### src/rtl/debounce_pkg.sv
// Shared FSM encodings and helpers for the debounce / edge-detect block and its checkers.
// Encoding keeps bit 1 as the committed level; the WAIT states are the odd-parity codes.
package debounce_pkg;

    typedef logic [1:0] state_t;

    localparam state_t IDLE_LOW  = 2'b00;
    localparam state_t WAIT_HIGH = 2'b01;
    localparam state_t IDLE_HIGH = 2'b11;
    localparam state_t WAIT_LOW  = 2'b10;

    function automatic logic is_wait(input state_t s);
        return (s == WAIT_HIGH) || (s == WAIT_LOW);
    endfunction

endpackage

### src/rtl/debounce_timer.sv
// Stability counter: clears to 0, counts up while enabled, flags DEBOUNCE_CYCLES-1.
// Single register, terminal-count flag is combinational from the count.
module debounce_timer #(
    parameter int DEBOUNCE_CYCLES = 1000,
    parameter int CNT_W           = 10
) (
    input  logic             clk,
    input  logic             async_reset,
    input  logic             clr,
    input  logic             en,
    output logic [CNT_W-1:0] cnt,
    output logic             tc
);

    localparam logic [CNT_W-1:0] LAST = CNT_W'(DEBOUNCE_CYCLES - 1);

    always_ff @(posedge clk or posedge async_reset) begin
        if (async_reset) begin
            cnt <= '0;
        end else if (clr) begin
            cnt <= '0;
        end else if (en) begin
            cnt <= cnt + 1'b1;
        end
    end

    assign tc = (cnt == LAST);

endmodule

### src/rtl/debounce_edge_detect.sv
// Debounces a synchronised level; emits clean level, 1-cycle rise/fall pulses and a rise count.
// A new level commits DEBOUNCE_CYCLES edges after the edge that first samples it; no backpressure.
module debounce_edge_detect
    import debounce_pkg::*;
#(
    parameter int DEBOUNCE_CYCLES = 1000,
    parameter int CNT_W           = 10,
    parameter int EVT_W           = 8
) (
    input  logic             clk,
    input  logic             async_reset,
    input  logic             sync_in,
    input  logic             evt_clr,
    output logic             level_out,
    output logic             rise_pulse,
    output logic             fall_pulse,
    output logic             busy,
    output logic [EVT_W-1:0] evt_count
);

    state_t           state;
    state_t           state_nxt;
    logic             tmr_clr;
    logic             tmr_en;
    logic             tmr_tc;
    logic [CNT_W-1:0] tmr_cnt;
    logic             rise_commit;
    logic             fall_commit;

    debounce_timer #(
        .DEBOUNCE_CYCLES (DEBOUNCE_CYCLES),
        .CNT_W           (CNT_W)
    ) u_timer (
        .clk         (clk),
        .async_reset (async_reset),
        .clr         (tmr_clr),
        .en          (tmr_en),
        .cnt         (tmr_cnt),
        .tc          (tmr_tc)
    );

    // Timer is held cleared everywhere except while a candidate level keeps holding.
    always_comb begin
        state_nxt   = state;
        tmr_clr     = 1'b1;
        tmr_en      = 1'b0;
        rise_commit = 1'b0;
        fall_commit = 1'b0;
        case (state)
            IDLE_LOW: begin
                if (sync_in) state_nxt = WAIT_HIGH;
            end
            WAIT_HIGH: begin
                if (!sync_in) begin
                    state_nxt = IDLE_LOW;
                end else if (tmr_tc) begin
                    state_nxt   = IDLE_HIGH;
                    rise_commit = 1'b1;
                end else begin
                    tmr_clr = 1'b0;
                    tmr_en  = 1'b1;
                end
            end
            IDLE_HIGH: begin
                if (!sync_in) state_nxt = WAIT_LOW;
            end
            WAIT_LOW: begin
                if (sync_in) begin
                    state_nxt = IDLE_HIGH;
                end else if (tmr_tc) begin
                    state_nxt   = IDLE_LOW;
                    fall_commit = 1'b1;
                end else begin
                    tmr_clr = 1'b0;
                    tmr_en  = 1'b1;
                end
            end
            default: state_nxt = IDLE_LOW;
        endcase
    end

    always_ff @(posedge clk or posedge async_reset) begin
        if (async_reset) begin
            state      <= IDLE_LOW;
            level_out  <= 1'b0;
            rise_pulse <= 1'b0;
            fall_pulse <= 1'b0;
            busy       <= 1'b0;
        end else begin
            state      <= state_nxt;
            rise_pulse <= rise_commit;
            fall_pulse <= fall_commit;
            busy       <= is_wait(state_nxt);
            if (rise_commit) begin
                level_out <= 1'b1;
            end else if (fall_commit) begin
                level_out <= 1'b0;
            end
        end
    end

    // A clear coinciding with a rise commit still counts that rise.
    always_ff @(posedge clk or posedge async_reset) begin
        if (async_reset) begin
            evt_count <= '0;
        end else if (evt_clr) begin
            evt_count <= rise_commit ? EVT_W'(1) : '0;
        end else if (rise_commit) begin
            evt_count <= evt_count + EVT_W'(1);
        end
    end

endmodule

### config.mk
export PLATFORM = sky130hd
export DESIGN_NAME = debounce_edge_detect
export DESIGN_NICKNAME = d
export VERILOG_FILES = /design/src/rtl/debounce_pkg.sv /design/src/rtl/debounce_timer.sv /design/src/rtl/debounce_edge_detect.sv
export SDC_FILE = /design/constraint.sdc
export NUM_CORES = 1
export LEC_CHECK = 0
export CORE_MARGIN = 4
export CORE_UTILIZATION = 54
export DETAILED_ROUTE_END_ITERATION = 7
export PLACE_DENSITY = 0.84
export SLEW_MARGIN = 30
export SYNTH_ARGS = -nofsm -noshare
export SYNTH_HDL_FRONTEND = slang
export SYNTH_SLANG_ARGS = --single-unit
### constraint.sdc
create_clock -name clk -period 2.25 [get_ports clk]
set_input_delay 0.225 -clock clk [delete_from_list [all_inputs] [get_ports clk]]
set_output_delay 0.225 -clock clk [all_outputs]
set_load 0.01 [all_outputs]
# Word-level counts from Yosys, hierarchy flattened
# Cells that the tools add are included.
# totals
latch_bits,0
memories,0
input_bits,4
output_inout_bits,12
romBits,0
ramBits,0
register_bits,24
# classes
addsub,2
bitwise,0
n_mux,26
shifts,0
n_eq_ne,6
n_lt_le_gt_ge,0
div_mod_pow,0
reduce_logical,5
n_mul,0
# ops
operator,count
$mux 10,2
$mux 8,2
$mux 1,13
$mux 2,6
$add 10x1->10 const B,1
$eq 10x10->1 const B,1
$add 8x1->8 const B,1
$pmux 2 s4,1
$eq 2x2->1 const B,3
$reduce_bool 2->1,3
$eq 2x1->1 const B,2
$pmux 1 s2,2
$logic_not 2->1,1
$logic_or 1x1->1,1

# Logic depth before layout (Yosys ltp)
# logic_depth
word_depth,6
ltp_mapped,7
ltp_nobuf,7

# Hierarchy
# A second synthesis with hierarchy kept.
# hier_totals
cells_unflattened,130
hier_area_um2,1285.0
# by_module_without_submodules
mod,area_per_inst_um2,instances,cells_per_inst,seq_area_each_um2
debounce_edge_detect,767.0,1,78,350.3
debounce_timer,518.0,1,52,250.2

# Worst setup path before layout
# Ideal clock, no wire load.
# synth_path
path_type,register -> register
from,reg u_timer.cnt[0]
to,reg busy
arrival_time_ps,1685
setup_time_ps,120
slack_ps,446
stages_incl_launch_ff,8
path_buffers,1
path_cell_list,dfrtp_1 -> ha_1 -> nand2b_1 -> or3_1 -> buf_6 -> a21oi_4 -> or3_2 -> a31o_1
# synth_between
elab_chain_len,6
word_cells_on_any_way,9
classes_between,3 x eq/ne; 5 x mux; 1 x reduce/logical
# synth_rtl
element,line,text
start: declaration,debounce_timer.sv:11,"output logic [CNT_W-1:0] cnt,"
start signal: assignment,debounce_timer.sv:23,cnt <= cnt + 1'b1;
$eq 10x10->1 (*),debounce_timer.sv:27,assign tc = (cnt == LAST);
"$mux 2, on equally long branches","debounce_edge_detect.sv:70, debounce_edge_detect.sv:56",
"$mux 2, on equally long branches","debounce_edge_detect.sv:68, debounce_edge_detect.sv:54",
$pmux 2 s4 (*),debounce_edge_detect.sv:49,case (state)
$eq 2x1->1 or $eq 2x2->1 (tied branches),debounce_pkg.sv:13,return (s == WAIT_HIGH) || (s == WAIT_LOW);
$logic_or 1x1->1 (*),debounce_pkg.sv:13,
end signal: assignment,debounce_edge_detect.sv:93,busy <= is_wait(state_nxt);
end: declaration,debounce_edge_detect.sv:17,"output logic busy,"
# Mark *: on every way between the ends. The rest lies on a longest branch, timed or not.
# A chain may end at the register's enable or synchronous reset.

# Final worst setup path
# Ends and elaborated chain as after synthesis.

==> qor.yml <==
run_status:
  status: "finished, final reports clean"
floorplan:
  die_h_um: 57.8
  die_w_um: 57.8
  dieArea_sq_um: 3340
  coreArea_sq_um: 2280
  rows: 17
  start_util: 0.589
  io_pins: 16
synthesis:
  synth_top_area_cell: "dfrtp_1"
  ys_seq_area_frac: 0.448
  syn-num-nets: 143
  synth_seq_cells: 24
  avgSynthCellArea_sq_um: 10.1
  yosys-top-cells-area: "dfrtp_1 (45%), nor2_1 (7.0%), xor2_1 (6.5%)"
  synthDistinctLibCells: 37
  ys_async_sr_fraction: 1.00
  ys_warn_count: 0
  syn_area_sq_um: 1340
  synth_cells: 133
  synth_edf_count: 0
  ys.flop_type: "dfrtp_1"
  synth_top_area_frac: 0.448
global_routing:
  met3_usage: 0.0468
  busiest_layer: "met2"
  grtUsageTotal: 0.159
  grt_pass1_wl_um: 4240
  global_route.usage.met2: 0.273
  overflow: 0
  antenna_found_initial: 0
  grt_pass1_vias: 961
  grt_use_met1: 0.201
  grt_max_degree: 25
flow_run:
  timing.max_cap.violations: 0
layout:
  stdcell_area_sq_um: 1570
  num-nets-final: 161
  drive_above_1_share: 0.100
  syn2layout_area_growth_pct: 17.3
  instances_no_fill: 178
  num-fill-cells: 179
  n_antenna_cell: 0
  fin_util: 0.690
  seq_area_sq_um: 601
  mostFrequentLayoutCells: "nor2_1 (25), dfrtp_1 (24), clkdlybuf4s50_1 (15)"
  multi_input_area_sq_um: 714
  layout_commonest_cell: "nor2_1"
route:
  detail_route.iter0.violations: 15
  firstDrtPassIters: 4
  drt-total-wl_um: 2410
  avgRoutedWirePerCell_um: 13.6
  vias_per_cell: 5.46
  drcViolationCount: 0
  vias: 971
  ant_nets: 0
clocking:
  clk-insertion-delay-late_ns: 0.32
  cts_tree: "yes"
  hold_buffers: 0
  cts_sinks: 24
  numCtsBuffers: 3
  h-tree-depth: 1
  post_cts_buffers: 0
  cts.clk_slew.worst_paths_ns: 0.13
  cts_root_buffer: "clkbuf_4"
  ctsLongestPathBuffers: 2
sta:
  fin_skew_ns: 0.0119
  tns_ns: 0
  finalSetupViolCount: 0
  fmax_ghz: 0.492
  slew_viol_final: 0
  min_period_ns: 2.03
  fin_crit_sh: 0.903
  relSlewSlack: 0.674
  grt_setup_unrepaired: "false"
  worst_pin_slew_ns: 0.486
  hold_viol_final: 0
worst_setup_path:
  startpoint_type: "flip-flop"
  max_stage_delay_ns: 0.44
  r2r_end: "busy"
  critPathKind: "reg2reg"
  r2r_slack_ns: 0.22
  r2r_cells: 6
  worst_ep_arrival_time_ns: 2.26
  worstPathCellList: "ha_1 > nand2b_1 > or3_1 > a21oi_4 > or3_2 > a31o_1"
  cp.required_ns: 2.48
  cp-end-kind: "flip-flop"
  cp_max_fo: 8
  slowest_stage: "dfrtp_1"
  rr_startpoint: "u_timer.cnt[0]"
place:
  dp.cells: 174
  io_buffers: 15
  hpwl_um: 1810
  gp_congestion: 0.832
  post_dp_cell_area_sq_um: 1510
power:
  ir_drop_v: 0.000788
  powerDensity_nw_per_um2: 718
  p_leak_nw: 0.689
min_path:
  hold_path.class: "in2async"
## worst max-delay path by stage
stage	from	endpoint	slack, ns	depth (start not counted)
floorplan	u_timer.cnt[0]	busy	0.45	7
global placement	sync_in	busy	0.28	6
detailed placement	sync_in	evt_count[4]	0.21	6
CTS	state[0]	busy	0.18	7
global route	state[0]	u_timer.cnt[6]	0.11	7
finish	u_timer.cnt[0]	busy	0.22	6
## sequential cells by signal (all words and copies together), names as in the netlist
register     flops
u_timer.cnt     10
evt_count        8
state            2
busy             1
fall_pulse       1
level_out        1
rise_pulse       1
## layer usage
layer | up-vias | wire length, um
li1 | 495 | -
met1 | 461 | 1110
met2 | 13 | 1200
met3 | 2 | 85
met4 | 0 | 16
met5 | - | 0
## power breakdown
| group | total [W] | internal, W | switching (W) |
|---|---|---|---|
| Clock | 0.000306 | 0.000180 | 0.000126 |
| Sequential | 0.000494 | 0.000462 | 0.0000315 |
| Combinational | 0.000328 | 0.000140 | 0.000188 |
## stage by stage
step | power, W | hold slack (ns) | setup slack (ns)
floorplan | 0.000747 | 0.240 | 0.446
global route | 0.00120 | 0.264 | 0.112
CTS | 0.00114 | 0.228 | 0.184
finish | 0.00113 | 0.226 | 0.218
global placement | 0.000811 | 0.497 | 0.277
detailed placement | 0.000825 | 0.536 | 0.213
## final cells by class
| type | instances | area share |
|---|---|---|
| Clock buffer | 3 | 0.0143 |
| Clock inverter | 1 | 0.0191 |
| Inverter | 3 | 0.00717 |
| Multi-Input combinational cell | 103 | 0.455 |
| Sequential cell | 24 | 0.382 |
| Tap cell | 28 | 0.0223 |
| Timing Repair Buffer | 16 | 0.100 |
## worst max-delay path: cells and delay by family, from the launching register on
kind / cells / cell delay, ns
fa+ha+maj: 1 / 0.24
simple gates: 3 / 0.95
compound gates: 2 / 0.32
flops: 1 / 0.44
## logic make-up after synthesis
family / synth area share
buffers and inverters: 0.0233
and+or+nand+nor: 0.262
AOI/OAI and AO/OA: 0.0887
muxes: 0.0233
xor gates and xnor gates: 0.0980
DFF: 0.448
adders and majority gates: 0.0560
## cell usage after synthesis, types with 3 or more instances
cell,number
nand4_1,7
ha_1,6
xnor2_1,5
nand2_1,7
xor2_1,10
o21ai_0,5
nor2_1,25
a21oi_1,3
dfrtp_1,24
nand3_1,3
inv_1,3
nand2b_1,5
and3_1,3
## repair_timing
item	4_1_cts	5_1_grt
setup endpoints to repair	0	1
endpoints found under the hold margin	0	0
resized for setup	0	1
Power figures use the tool's default switching activity.
